==> src/rtl/arb_pkg.sv <==
// Shared types and sizes for the 8-way round-robin arbiter.
package arb_pkg;
    localparam int NUM_REQ = 8;
    localparam int IDX_W   = 3;

    typedef enum logic {
        ST_IDLE  = 1'b0,
        ST_GRANT = 1'b1
    } state_t;
endpackage

==> src/rtl/onehot_dec8.sv <==
// Binary index to one-hot decoder; output is all-zero when disabled.
module onehot_dec8
    import arb_pkg::*;
(
    input  logic [IDX_W-1:0]   i_idx,
    input  logic               i_en,
    output logic [NUM_REQ-1:0] o_onehot
);
    genvar gi;
    generate
        for (gi = 0; gi < NUM_REQ; gi++) begin : g_dec
            assign o_onehot[gi] = i_en && (i_idx == IDX_W'(gi));
        end
    endgenerate
endmodule

==> src/rtl/rr_arbiter8.sv <==
// 8-requester round-robin arbiter with bounded grant hold time and a
// mandatory idle cycle between consecutive grants.
module rr_arbiter8
    import arb_pkg::*;
#(
    parameter int MAX_HOLD = 4
)
(
    input  logic               clk,
    input  logic               rst,
    input  logic               en,
    input  logic [NUM_REQ-1:0] req,
    output logic [NUM_REQ-1:0] gnt,
    output logic [IDX_W-1:0]   gnt_idx,
    output logic               gnt_valid
);
    localparam logic [3:0] HOLD_MAX = 4'(MAX_HOLD);

    state_t           r_state;
    state_t           w_state_next;
    logic [IDX_W-1:0] r_ptr;
    logic [IDX_W-1:0] w_ptr_next;
    logic [3:0]       r_hold_cnt;
    logic [3:0]       w_hold_next;
    logic [IDX_W-1:0] r_gnt_idx;
    logic [IDX_W-1:0] w_idx_next;

    logic             w_found;
    logic [IDX_W-1:0] w_win;
    logic [IDX_W-1:0] w_cand;

    // Search starts at the pointer and wraps, so the requester after the
    // last owner has top priority.
    always_comb begin
        w_found = 1'b0;
        w_win   = r_ptr;
        w_cand  = r_ptr;
        for (int k = 0; k < NUM_REQ; k++) begin
            w_cand = r_ptr + IDX_W'(k);
            if (!w_found && req[w_cand]) begin
                w_found = 1'b1;
                w_win   = w_cand;
            end
        end
    end

    always_comb begin
        w_state_next = r_state;
        w_ptr_next   = r_ptr;
        w_hold_next  = r_hold_cnt;
        w_idx_next   = r_gnt_idx;
        case (r_state)
            ST_IDLE: begin
                if (en && w_found) begin
                    w_state_next = ST_GRANT;
                    w_idx_next   = w_win;
                    w_hold_next  = 4'd1;
                end
            end
            ST_GRANT: begin
                // Release always wins over pending requests; the next
                // winner is chosen from the idle cycle that follows.
                if (!req[r_gnt_idx] || (r_hold_cnt == HOLD_MAX) || !en) begin
                    w_state_next = ST_IDLE;
                    w_ptr_next   = r_gnt_idx + IDX_W'(1);
                    w_hold_next  = 4'd0;
                end else begin
                    w_hold_next  = r_hold_cnt + 4'd1;
                end
            end
            default: begin
                w_state_next = ST_IDLE;
            end
        endcase
    end

    always_ff @(posedge clk) begin
        if (rst) begin
            r_state    <= ST_IDLE;
            r_ptr      <= '0;
            r_hold_cnt <= '0;
            r_gnt_idx  <= '0;
        end else begin
            r_state    <= w_state_next;
            r_ptr      <= w_ptr_next;
            r_hold_cnt <= w_hold_next;
            r_gnt_idx  <= w_idx_next;
        end
    end

    assign gnt_valid = (r_state == ST_GRANT);
    assign gnt_idx   = r_gnt_idx;

    onehot_dec8 u_dec (
        .i_idx    (r_gnt_idx),
        .i_en     (gnt_valid),
        .o_onehot (gnt)
    );
endmodule

==> config.mk <==
export PLATFORM = sky130hd
export DESIGN_NAME = rr_arbiter8
export DESIGN_NICKNAME = d
export VERILOG_FILES = /design/src/rtl/arb_pkg.sv /design/src/rtl/onehot_dec8.sv /design/src/rtl/rr_arbiter8.sv
export SDC_FILE = /design/constraint.sdc
export NUM_CORES = 1
export LEC_CHECK = 0
export ABC_AREA = 1
export BUFFER_PORTS_ARGS = -buffer_cell sky130_fd_sc_hd__buf_2
export CAP_MARGIN = 20
export CORE_UTILIZATION = 57
export CTS_CLUSTER_SIZE = 20
export DETAILED_ROUTE_END_ITERATION = 16
export PLACE_DENSITY = 0.84
export RECOVER_POWER = 100
export SLEW_MARGIN = 20
export SYNTH_ARGS = -nofsm -noshare
export SYNTH_HDL_FRONTEND = slang
export SYNTH_SLANG_ARGS = --single-unit
==> constraint.sdc <==
create_clock -name clk -period 2.8 [get_ports clk]
set_input_delay 0.42 -clock clk [delete_from_list [all_inputs] [get_ports clk]]
set_output_delay 0.42 -clock clk [all_outputs]
set_load 0.02 [all_outputs]
* Word level (Yosys, flattened, before mapping)
Cells that the tools add are included.
** Storage, ports and cells
- Register bits after elaboration :: 11
- Bits of input ports :: 11
- Output and inout bits :: 12
- Logic and storage cells :: 101
** Cells by class
- Add/subtract/negate cells :: 9
- Order comparisons :: 9
- Equality and inequality tests :: 9
- Mux-type cells :: 39
- Bitwise logic cells :: 1
- Reductions and logical operators :: 30
** Operators with widths (number)
- < comparator 3 x 4 -> 1 bit, second input constant :: 9
- binary-select mux 1 bit (select 3 bit) :: 9
- two-way mux 3 bit :: 7
- two-way mux 1 bit :: 19
- logical AND 1 bit :: 16
- adder 3 bit, second input constant :: 4
- equality test 3 bit, second input constant :: 4
- zero test 1 bit :: 9
- two-way mux 4 bit :: 2
- one-hot mux 4 bit (2 select lines) :: 1
- adder 3 x 1 -> 3 bit, second input constant :: 2
- adder 3 x 2 -> 3 bit, second input constant :: 2
- equality test 3 x 2 -> 1 bit, second input constant :: 2
- adder 4 x 1 -> 4 bit, second input constant :: 1
- equality test 4 x 3 -> 1 bit, second input constant :: 1
- AND reduction 2 bit :: 2
- equality test 3 x 1 -> 1 bit, second input constant :: 1
- zero test 3 bit :: 1
- logical OR 1 bit :: 2
- inequality test 2 bit, second input constant :: 1
- one-hot mux 1 bit (2 select lines) :: 1
- NOT 1 bit :: 1

* Depth between registers and ports, before layout
- Depth in word-level cells :: 27
- Depth in mapped cells :: 21
- Gate-level depth less buffers :: 19

* Hierarchy
Synthesis repeated with hierarchy kept, for this count alone.
** Second synthesis, totals
- Cell total of the unflattened synthesis :: 230
- Area total of the unflattened synthesis :: 1450.1 um^2
** By module, submodules not included
- rr_arbiter8 :: instances 1, cells each 213, area each 1386.3 um^2, sequential area each 220.2 um^2
- onehot_dec8 :: instances 1, cells each 17, area each 63.8 um^2, sequential area each 0.0 um^2

* Worst setup path before layout
OpenSTA, ideal clock, no wires.
- Kind :: flip-flop to flip-flop
- Start :: register r_ptr[0]
- End :: register r_gnt_idx[0], in the netlist gnt_idx[0]
- Setup time :: 0.115 ns
- Arrival :: 2.291 ns
- Required time :: 2.685 ns
- Setup slack :: 0.394 ns
- Stages on the path, launching flop included :: 19
- Path buffers :: 2
- Clock period less this slack :: 2.406 ns
- Path through :: dfxtp_1 buf_4 inv_2 buf_6 ha_1 inv_1 nand3_2 nand2_2 nand2_1 nand2_2 nand2_4 nor2_8 nand3_4 nor2_8 nand3_2 inv_2 o21ai_0 a21oi_1 nor2_1
** On the way
- Longest elaborated chain between the ends :: 26
- Elaborated cells on any way between the ends :: 54
- Those cells by class :: 7 x add/sub; 31 x mux; 16 x reduce/logical
** Ends and longest elaborated chain
- start: declaration :: line rr_arbiter8.sv:21 : logic [IDX_W-1:0] r_ptr;
- start signal: assignment :: line rr_arbiter8.sv:85 : r_ptr <= w_ptr_next;
- parallel branches: the longest is 26 deep, another holds adder 3 x 1 -> 3 bit
- end signal: assignment :: line rr_arbiter8.sv:87 : r_gnt_idx <= w_idx_next;
- end: declaration :: line rr_arbiter8.sv:25 : logic [IDX_W-1:0] r_gnt_idx;
Several ways; the timed one is not identified. The select of a mux whose other input is x is not followed.
A chain may end at the register's enable or synchronous reset.

* Worst setup path after layout
- Start :: register r_ptr[1]
- End :: register r_gnt_idx[0], in the netlist gnt_idx[0]
Same word-level chain as after synthesis.

==> impl_metrics.csv <==
group,metric,value,unit
synthesis,syn_nets,251,
floorplan,fp.dieW,52.6,um
floorplan,start_util,62.9,%
synthesis,synthTopCellsByArea,"dfxtp_1, nand2_1, nand3_1",
cts,cts.clk_slew.worst_paths,70,ps
setup_path,required,2980,ps
cts,cts_setup_buffers,0,
finish,finalNetCount,276,
cts,cts.path.max_buffers,2,
drt,dr.pass1.iters,4,
finish,final_util,68.9,%
power_and_ir_drop,ir_drop,402,uV
finish,nFillCells,236,
finish,layout.cells.non_filler,282,
finish,mostFrequentLayoutCells,"nand2_1, nand3_1, inv_1",
drt,drc,0,
setup_path,reg2reg_depth,16,
placement,place_inst,278,
synthesis,synth_top_area_cell,"dfxtp_1",
global_route,gr-usage-all-layers,28.4,%
setup_path,crit_end,"gnt_idx[0]",
synthesis,synth_xor_area_share,4.72,%
synthesis,synth_cell_types,30,
setup_path,startpoint_type,"flip-flop",
setup_path,crit_fanout,7,
finish,areaGrowthSynthToFinish,9.52,%
setup_path,crit_start,"r_ptr[1]",
setup_path,endpoint_kind,"flip-flop",
sta,period_minus_slack,2510,ps
global_route,grt_max_degree,11,
finish,final_common_cell,"nand2_1",
cts,cts_tree,"built",
sta,skew,5.17,ps
floorplan,ios,23,
sta,finalCritPeriodShare,89.5,%
power_and_ir_drop,p_per_area,556,nW/um2
setup_path,crit_arrival,2680,ps
sta,hold_viol_final,0,
setup_path,timing.rr.start,"r_ptr[1]",
synthesis,synth_seq_cells,11,
sta,setup_violations,0,
power_and_ir_drop,p_leak,0.792,nW
synthesis,synth_top_family_by_area,"simple AND/OR/NAND/NOR gates",
synthesis,synth_compound_area_share,13.3,%
cts,htree_num_levels,1,
sta,max_freq,399,MHz
sta,slew_headroom,65.4,%
floorplan,core,2320,um2
sta,tightestPinTransition,515,ps
cts,cts_resized,0,
placement,dpl.hpwl,2810,um
global_route,grt_pass1_wl,5940,um
drt,drt_wl_total,3450,um
drt,via_count,1549,
job,maxCapViolCount,0,
cts,clock_latency,280,ps
synthesis,synthAdderAreaFrac,8.58,%
drt,vias_per_cell,5.49,
synthesis,yosysTopAreaCellShare,15.1,%
setup_path,reg2reg_to,"gnt_idx[0]",
synthesis,synth_mux_area_share,0,%
setup_path,crit_type,"flip-flop to flip-flop",
cts,holdBufCountCts,0,
drt,drt_iter0_drc,25,
global_route,grt_pass1_vias,1388,
drt,ant_nets,0,
global_route,grt_overflow,0,
setup_path,ff2ff_setup_slack,290,ps
cts,cts_made_buffers,3,
sta,drv_slew,0,
floorplan,die_h,52.6,um
floorplan,die-area,2770,um2
worst_hold_path,holdPathStages,2,
synthesis,postSynthAreaPerCell,6.34,um2
sta,rsz0062_at_grt,"false",
status,status,"finished, final reports clean",
placement,io_buffers,22,
sta,finalSetupTns,0,ps
global_route,grt_antenna_before_repair,0,
synthesis,syn_area,1460,um2
synthesis,yosys_warnings,0,
synthesis,seq_area_frac_synth,15.1,%
finish,diodes,0,
finish,drive_gt1_share,20.5,%
cts,clockRootBuffer,"clkbuf_4",
synthesis,yosys.area_share.simple,47.7,%
worst_hold_path,holdCritPathClass,"input pin to flip-flop",
placement,gp_congestion,0.895,
drt,wl_per_cell,12.2,um
cts,clkSinkCount,11,
synthesis,netlist_instances,230,
floorplan,num_rows,17,
==> synth_stat cells <==
library cell	number
o211ai_1	1
nand2_2	14
o21ai_2	1
nand2_1	55
xnor2_2	1
xnor2_1	1
o21ai_0	12
nand2_4	1
buf_4	2
ha_1	10
nor2_8	2
nand3_4	2
a21oi_2	1
nor2_1	17
nand3_1	29
buf_2	1
o221ai_1	2
clkinv_1	1
clkbuf_1	1
inv_1	26
xor2_1	5
o21ai_1	5
nor3_1	2
inv_2	5
a21oi_4	1
nand3_2	9
nand4_1	1
buf_6	1
a21oi_1	10
dfxtp_1	11
==> layer usage <==
metal	GRT usage, %	part of all wire [%]	up-vias
met5	0	0	-
met4	9.21	1.1	0
met3	1.74	3.3	5
met2	50.0	48	42
met1	36.2	47	708
li1	-	-	794
==> flip-flops by register name, summed over array words and instances (netlist names) <==
signal	flops
r_hold_cnt	4
gnt_valid	1
r_ptr	3
gnt_idx	3
==> worst min-delay path by stage <==
stage	startpoint	to	slack, ps
final	rst	gnt_idx[1]	380
after global placement	r_hold_cnt[3]	r_hold_cnt[3]	460
after detailed placement	r_hold_cnt[3]	r_hold_cnt[3]	460
after CTS	rst	gnt_idx[1]	380
after floorplan	r_hold_cnt[3]	r_hold_cnt[3]	430
after global routing	rst	gnt_idx[1]	380
==> layout make-up <==
type                       count  area [um2]  area share [%]
tap                           28        35.0            2.19
sequential                    11         220            13.8
clock buffer                   4        26.3            1.64
inverter                      32         120            7.52
multi-input combinational    182        1080            67.5
timing repair buffer          25         118            7.36
==> through the flow <==
stage	worst slack (ps)	hold slack, ps	total power, mW	instance area, um2
after global placement	475	457	0.764	1590
after floorplan	394	433	0.656	1460
after CTS	368	378	0.888	1620
after detailed placement	380	459	0.776	1590
after global routing	91.0	378	0.970	1600
final	293	377	0.889	1600
==> power breakdown <==
| group | switching (mW) | internal [mW] |
|---|---|---|
| Clock | 0.0584 | 0.0553 |
| Sequential | 0.0328 | 0.174 |
| Combinational | 0.390 | 0.179 |
==> worst max-delay path, cell delays in order (launching register included) <==
cell	delay, ps
dfxtp_1	350
inv_2	80
ha_1	370
inv_1	230
nand3_2	140
nand2_1	80
nand2_1	60
nand2_2	100
nand2_4	70
nor2_8	130
nand3_4	110
nor2_8	140
nand3_4	90
nand3_1	220
inv_2	60
o21ai_1	120
nor2_1	60
==> logic make-up after synthesis <==
| kind of cell | Yosys count |
|---|---|
| AOI/OAI and AO/OA | 33 |
| and+or+nand+nor | 132 |
| xor gates and xnor gates | 7 |
| buffers and inverters | 37 |
| DFF | 11 |
| adders and majority gates | 10 |
Power figures use the tool's default switching activity.
